### config.mk
export PLATFORM = sky130hd
export DESIGN_NAME = video_wr_scheduler
export DESIGN_NICKNAME = d
export VERILOG_FILES = /design/src/rtl/video_wr_scheduler.sv
export SDC_FILE = /design/constraint.sdc
export NUM_CORES = 1
export LEC_CHECK = 0
export ABC_AREA = 1
export CAP_MARGIN = 0
export CORE_MARGIN = 3
export CORE_UTILIZATION = 35
export DETAILED_ROUTE_END_ITERATION = 10
export DONT_BUFFER_PORTS = 1
export PLACE_DENSITY = 0.54
export RECOVER_POWER = 25
export SKIP_LAST_GASP = 1
export SYNTH_ARGS = -nofsm -noshare
export SYNTH_HDL_FRONTEND = slang
export SYNTH_SLANG_ARGS = --single-unit
### constraint.sdc
create_clock -name clk -period 5.52 [get_ports clk]
set_input_delay 0.552 -clock clk [delete_from_list [all_inputs] [get_ports clk]]
set_output_delay 0.552 -clock clk [all_outputs]
set_load 0.005 [all_outputs]
### src/rtl/video_wr_scheduler.sv
// rtl/video_wr_scheduler.sv - in-order CPU-to-video write queue with frame-synchronised update window
module video_wr_scheduler #(
    parameter int DEPTH      = 16,
    parameter int WIN_CYCLES = 1024
) (
    input  logic                       clk,
    input  logic                       reset_n,
    input  logic                       cpu_cs,
    input  logic                       cpu_wr,
    input  logic [20:0]                cpu_addr,
    input  logic [31:0]                cpu_wr_data,
    input  logic                       defer_en,
    input  logic                       frame_end,
    input  logic                       clr_overflow,
    output logic                       video_cs,
    output logic                       video_wr,
    output logic [20:0]                video_addr,
    output logic [31:0]                video_wr_data,
    output logic [$clog2(DEPTH):0]     fifo_level,
    output logic                       fifo_full,
    output logic                       overflow,
    output logic                       in_window
);
    localparam int AW = $clog2(DEPTH);
    localparam int LW = AW + 1;
    localparam int CW = $clog2(WIN_CYCLES + 1);
    localparam logic [LW-1:0] DEPTH_L  = LW'(DEPTH);
    localparam logic [CW-1:0] WIN_LOAD = CW'(WIN_CYCLES - 1);

    typedef enum logic {RUN, WIN} state_t;

    // entry: {deferred, addr, data}
    logic [53:0]   mem [DEPTH];
    logic [AW-1:0] wr_ptr;
    logic [AW-1:0] rd_ptr;
    logic [LW-1:0] level;
    logic [CW-1:0] win_cnt;
    state_t        state;

    logic [53:0] head;
    logic        push_req;
    logic        pop;
    logic        push_acc;

    assign head     = mem[rd_ptr];
    assign push_req = cpu_cs & cpu_wr;
    // Outside the window a deferred head blocks everything behind it to keep strict order.
    assign pop      = (level != '0) && ((state == WIN) || !head[53]);
    assign push_acc = push_req && ((level != DEPTH_L) || pop);

    assign fifo_level = level;
    assign fifo_full  = (level == DEPTH_L);

    always_ff @(posedge clk) begin
        if (push_acc) begin
            mem[wr_ptr] <= {defer_en & ~cpu_addr[20], cpu_addr, cpu_wr_data};
        end
    end

    always_ff @(posedge clk or negedge reset_n) begin
        if (!reset_n) begin
            wr_ptr   <= '0;
            rd_ptr   <= '0;
            level    <= '0;
            overflow <= 1'b0;
        end else begin
            if (push_acc) begin
                wr_ptr <= wr_ptr + AW'(1);
            end
            if (pop) begin
                rd_ptr <= rd_ptr + AW'(1);
            end
            level <= level + {{(LW-1){1'b0}}, push_acc} - {{(LW-1){1'b0}}, pop};
            if (push_req && !push_acc) begin
                overflow <= 1'b1;
            end else if (clr_overflow) begin
                overflow <= 1'b0;
            end
        end
    end

    always_ff @(posedge clk or negedge reset_n) begin
        if (!reset_n) begin
            video_cs      <= 1'b0;
            video_wr      <= 1'b0;
            video_addr    <= '0;
            video_wr_data <= '0;
        end else begin
            video_cs <= pop;
            video_wr <= pop;
            if (pop) begin
                video_addr    <= head[52:32];
                video_wr_data <= head[31:0];
            end
        end
    end

    always_ff @(posedge clk or negedge reset_n) begin
        if (!reset_n) begin
            state     <= RUN;
            win_cnt   <= '0;
            in_window <= 1'b0;
        end else begin
            case (state)
                RUN: begin
                    if (frame_end) begin
                        state     <= WIN;
                        win_cnt   <= WIN_LOAD;
                        in_window <= 1'b1;
                    end
                end
                WIN: begin
                    if (frame_end) begin
                        win_cnt <= WIN_LOAD;
                    end else if (win_cnt == '0) begin
                        state     <= RUN;
                        in_window <= 1'b0;
                    end else begin
                        win_cnt <= win_cnt - CW'(1);
                    end
                end
                default: begin
                    state     <= RUN;
                    in_window <= 1'b0;
                end
            endcase
        end
    end
endmodule

# Yosys cells after proc, flatten, opt, wreduce, memory -nomap -nowiden
# Memories as Yosys holds them, arrays and structs flattened.
# Index checks and enable logic that the tools add are counted.
dict set report totals {
  in_bits 60
  word_cells 54
  ram_bits 864
  mem_count 1
  output_inout_bits 63
  ff_bits 81
}
dict set report op_classes {
  eq_ne 6
  n_addsub 5
  n_mux 16
  reduce_logical 12
  bitwise 4
}
# name words word_bits rd rd_ports_with_merged_regs write_ports line
set memory_table {}
lappend memory_table {mem 16 54 1 0 1 33} ;# logic [53:0] mem [DEPTH];
# op count
set ops {}
lappend ops {{two-way mux 11 bit} 3}
lappend ops {{one-hot mux 11 bit (2 select lines)} 1}
lappend ops {{logical NOT 11 bit} 1}
lappend ops {{subtractor 11 x 1 -> 11 bit, second input constant} 1}
lappend ops {{two-way mux 1 bit} 10}
lappend ops {{adder 4 x 1 -> 4 bit, second input constant} 2}
lappend ops {{adder 5 x 1 -> 5 bit} 1}
lappend ops {{equality test 5 bit, second input constant} 1}
lappend ops {{inequality test 5 bit, second input constant} 1}
lappend ops {{nonzero test 5 bit} 1}
lappend ops {{subtractor 5 x 1 -> 5 bit} 1}
lappend ops {{inequality test 2 bit, second input constant} 2}
lappend ops {{one-hot mux 1 bit (2 select lines)} 2}
lappend ops {{logical AND 1 bit} 3}
lappend ops {{inequality test 3 bit, second input constant} 1}
lappend ops {{AND reduction 3 bit} 1}
lappend ops {{bitwise AND 1 bit} 2}
lappend ops {{logical NOT 1 bit} 2}
lappend ops {{logical OR 1 bit} 2}
lappend ops {{inequality test 2 x 1 -> 1 bit, second input constant} 1}
lappend ops {{inverter 1 bit} 2}
lappend ops {{AND reduction 2 bit} 1}
lappend ops {{nonzero test 2 bit} 1}

# Depth between registers and ports, before layout
# An unclocked memory read counts as a cell.
dict set report logic_depth {
  ltp_word 9
  mapped_depth 17
  mapped_depth_nobuf 16
}

# Least setup slack after synthesis
# No wires, ideal clock.
dict set report synth_path {
  path_type {register -> register}
  start {register rd_ptr[0]}
  end {memory mem[0][0], enable pin}
  path_stages_with_launch 12
  path_buffers 3
  path_slack_ns 1.419
  t_arrival_ns 3.636
  setup_time_ns 0.466
  period_less_slack_ns 4.101
  required_time_ns 5.054
  path_cell_list {dfrtp_1 buf_6 buf_6 nand2_1 nand3_1 nand3_1 nand3_1 nand2_1 nand3_1 nand2_1 buf_2 nor2_1}
}
dict set report synth_between {
  elab_chain_cells 8
}
# item line
set synth_rtl {}
lappend synth_rtl {{from (decl)} 35} ;# logic [AW-1:0] rd_ptr;
lappend synth_rtl {{from (signal assigned)} 71} ;# rd_ptr <= rd_ptr + AW'(1);
lappend synth_rtl {{memory read (16 x 54 bit)} --}
lappend synth_rtl {{logical NOT 1 bit} 48} ;# assign pop = (level != '0) && ((state == WIN) || !head[53]);
lappend synth_rtl {{logical OR 1 bit} 48}
lappend synth_rtl {{logical AND 1 bit} 48}
lappend synth_rtl {{logical OR 1 bit} 49} ;# assign push_acc = push_req && ((level != DEPTH_L) || pop);
lappend synth_rtl {{logical AND 1 bit} 49}
lappend synth_rtl {{two-way mux 1 bit} 55} ;# if (push_acc) begin
lappend synth_rtl {{two-way mux 1 bit (implied by the code)} 56} ;# mem[wr_ptr] <= {defer_en & ~cpu_addr[20], cpu_addr, cpu_wr_data};
lappend synth_rtl {{to (decl)} 33}
# Every way passes these cells.

# Worst setup path after layout
dict set report layout_path {
  start {register rd_ptr[0]}
  end {memory mem[6][32], enable pin}
}
# The elaborated chain is that of the path after synthesis.

==> flow_metrics.tcl <==
set metrics [dict create \
    ioPinCount 123 \
    h-tree-depth 3 \
    yosysWarnings 0 \
    wl_mm 97.2 \
    die_w_um 332 \
    syn_area_mm2 0.0372 \
    setup-tns-final_ns 0 \
    grt_pass1_wl_mm 148 \
    post_dp_cell_area_mm2 0.0387 \
    worstPathRequired_ns 5.86 \
    synthCells 2864 \
    ir_drop_mv 0.402 \
    first_pass_iters 5 \
    cp-startpoint "rd_ptr[0]" \
    synth_ff_type "edfxtp_1" \
    maxCapViolations 1 \
    violations "capacitance limit, slew limit" \
    outcome "finished with violations" \
    r2r_cells 10 \
    clockBufferDepth 3 \
    period_needed_ns 4.01 \
    grt_max_degree 171 \
    start_util 0.356 \
    final_layout_size_suffix_gt1_frac 0.0749 \
    routed_via_density 5.35 \
    hold_start "frame_end" \
    clkLatencyLatePin_ns 0.66 \
    coreArea_mm2 0.104 \
    n_fill_cell 9447 \
    path_class "reg -> reg" \
    fmax_mhz 249 \
    drcViolationCount 0 \
    critPathMaxFanout 170 \
    slew_headroom -0.839 \
    p_leak_nw 14.0 \
    worst_slew_pin_slew_ns 2.76 \
    clkTransAtPathRegs_ns 0.06 \
    ys_ff_latch 945 \
    final_nets 2952 \
    final_max_slew_viol_count 82 \
    fin_area_mm2 0.0425 \
    synth_fp_nets 2936 \
    dp.cells 4103 \
    cts_tree "yes" \
    final_cells 4348 \
    rsz0062_at_grt "false" \
    timing.critical_path.to_type "register" \
    drtAntennaViolNets 0 \
    crit-reg2reg-capture "mem[6][32]" \
    clock_skew_ns 0.0332 \
    grt_pass1_vias 23000 \
    hpwl_mm 49.1 \
    period_share 0.727 \
    num_rows 118 \
    vias 23300 \
    cts_sinks 945 \
    cts_resized 0 \
    first_iter_violations 2197 \
    hold_violations 0 \
    fin_ws_ns 1.51 \
    overflow 0 \
    yosysSeqAreaShare 0.753 \
    die_area_mm2 0.110 \
    synth_edf_count 864 \
    antenna_found_initial 10 \
    synth_area_per_cell_um2 13.0 \
    root_buffer "clkbuf_16" \
    gp_congestion 0.787 \
    post_cts_buffers 0 \
    wl_per_cell_um 22.4 \
    numCtsBuffers 98 \
    r2r_start "rd_ptr[0]" \
    track_usage 0.173 \
    hp-class "in -> reg" \
    min_to "win_cnt[9]" \
    synth_cell_types 27 \
    die_height_um 332 \
    area_growth_pct 14.4 \
    rrSetupSlack_ns 1.51 \
    portBuffers 0 \
    critPathLaunchType "register" \
    power.density_mw_per_mm2 504 \
    setup_violations 0 \
    cp_data_arrival_time_ns 4.35 \
    dp_slack_ns 1.43 \
    hold_depth 3 \
    ys_async_sr_fraction 0.0857 \
]
==> critical path, stage by stage, from the launching register on <==
cell and delay [ns]:
dfrtp_4 0.50, inv_8 0.55, nand2_1 0.14, nand3_1 0.11, nand3_1 0.09, nand3_1 0.12
nand2_1 0.09, nand3_1 0.24, nand2_1 0.53, nor2_4 0.94, buf_12 0.28
==> repair_timing <==
item / CTS / global route
endpoints found under the setup margin: 0 / 0
hold buffers: 57 / 0
hold endpoints to repair: 935 / 0
==> kinds of logic after synthesis <==
family | share of synthesized area
AO/OA/AOI/OAI | 0.106
XOR/XNOR | 0.00189
adder cells (fa/ha/maj) | 0.00424
buffers and inverters | 0.0279
flip-flops | 0.753
AND/OR/NAND/NOR | 0.107
==> worst max-delay path by stage <==
stage	endpoint	slack (ns)
finish	mem[6][32]	1.51
floorplan	mem[0][0]	1.42
global route	mem[6][34]	1.16
global placement	mem[6][37]	1.52
CTS	mem[6][34]	1.39
detailed placement	mem[6][36]	1.43
==> report_power, final <==
group	switching, W	internal (W)
logic	0.00430	0.00174
registers	0.000448	0.00834
clock network	0.00270	0.00387
total	0.00745	0.0140
==> through the flow <==
step	hold WS, ns	util	total power, W
after detailed placement	0.266	0.371	0.0149
after global routing	0.154	0.407	0.0227
final	0.149	0.407	0.0214
after floorplan	0.256	-	0.0130
after global placement	0.266	0.371	0.0148
after CTS	0.0934	0.407	0.0217
==> placed cells by master, fill, tap and decap left out, drive strengths merged, types with 56 or more instances in the layout <==
cell,count
o211ai,107
nand2,295
o221ai,106
edfxtp,864
o21ai,436
dlygate4sd3,56
nand3,140
dfrtp,81
clkbuf,139
nor2,564
==> sequential cells by signal, indices dropped and copies added (netlist names) <==
| name | flops |
|---|---|
| win_cnt | 11 |
| in_window | 1 |
| video_wr | 1 |
| video_wr_data | 32 |
| fifo_level | 5 |
| rd_ptr | 4 |
| wr_ptr | 4 |
| overflow | 1 |
| state | 1 |
| video_addr | 21 |
| mem | 864 |
==> layer usage <==
layer	global-route usage	vias to the layer above	share of wire
li1	-	10500	-
met1	0.240	11800	0.44
met2	0.283	732	0.48
met3	0.0287	144	0.063
met4	0.0466	4	0.020
met5	0	-	0.00028
==> final cells by class <==
type / instances / area [um^2] / area share
clock inverters: 45 / 462 / 0.0109
clock buffers: 138 / 2770 / 0.0651
repair buffers: 108 / 1090 / 0.0256
inverters: 46 / 188 / 0.00442
flip-flops and latches: 945 / 28000 / 0.659
multi-input cells: 1681 / 8270 / 0.195
well taps: 1380 / 1730 / 0.0406
diodes: 5 / 12.5 / 0.000294
==> synth_stat cells, types with 13 or more instances <==
cell,number,area (um^2)
o211ai_1,107,803
nand3_1,140,701
dfrtp_1,81,2030
edfxtp_1,864,25900
buf_2,44,220
inv_1,40,150
nor2_1,564,2120
o221ai_1,106,928
nand2_1,293,1100
clkbuf_1,120,450
o21ai_0,435,2180
buf_1,13,48.8
Note: power is estimated with default switching activity, not from simulation.
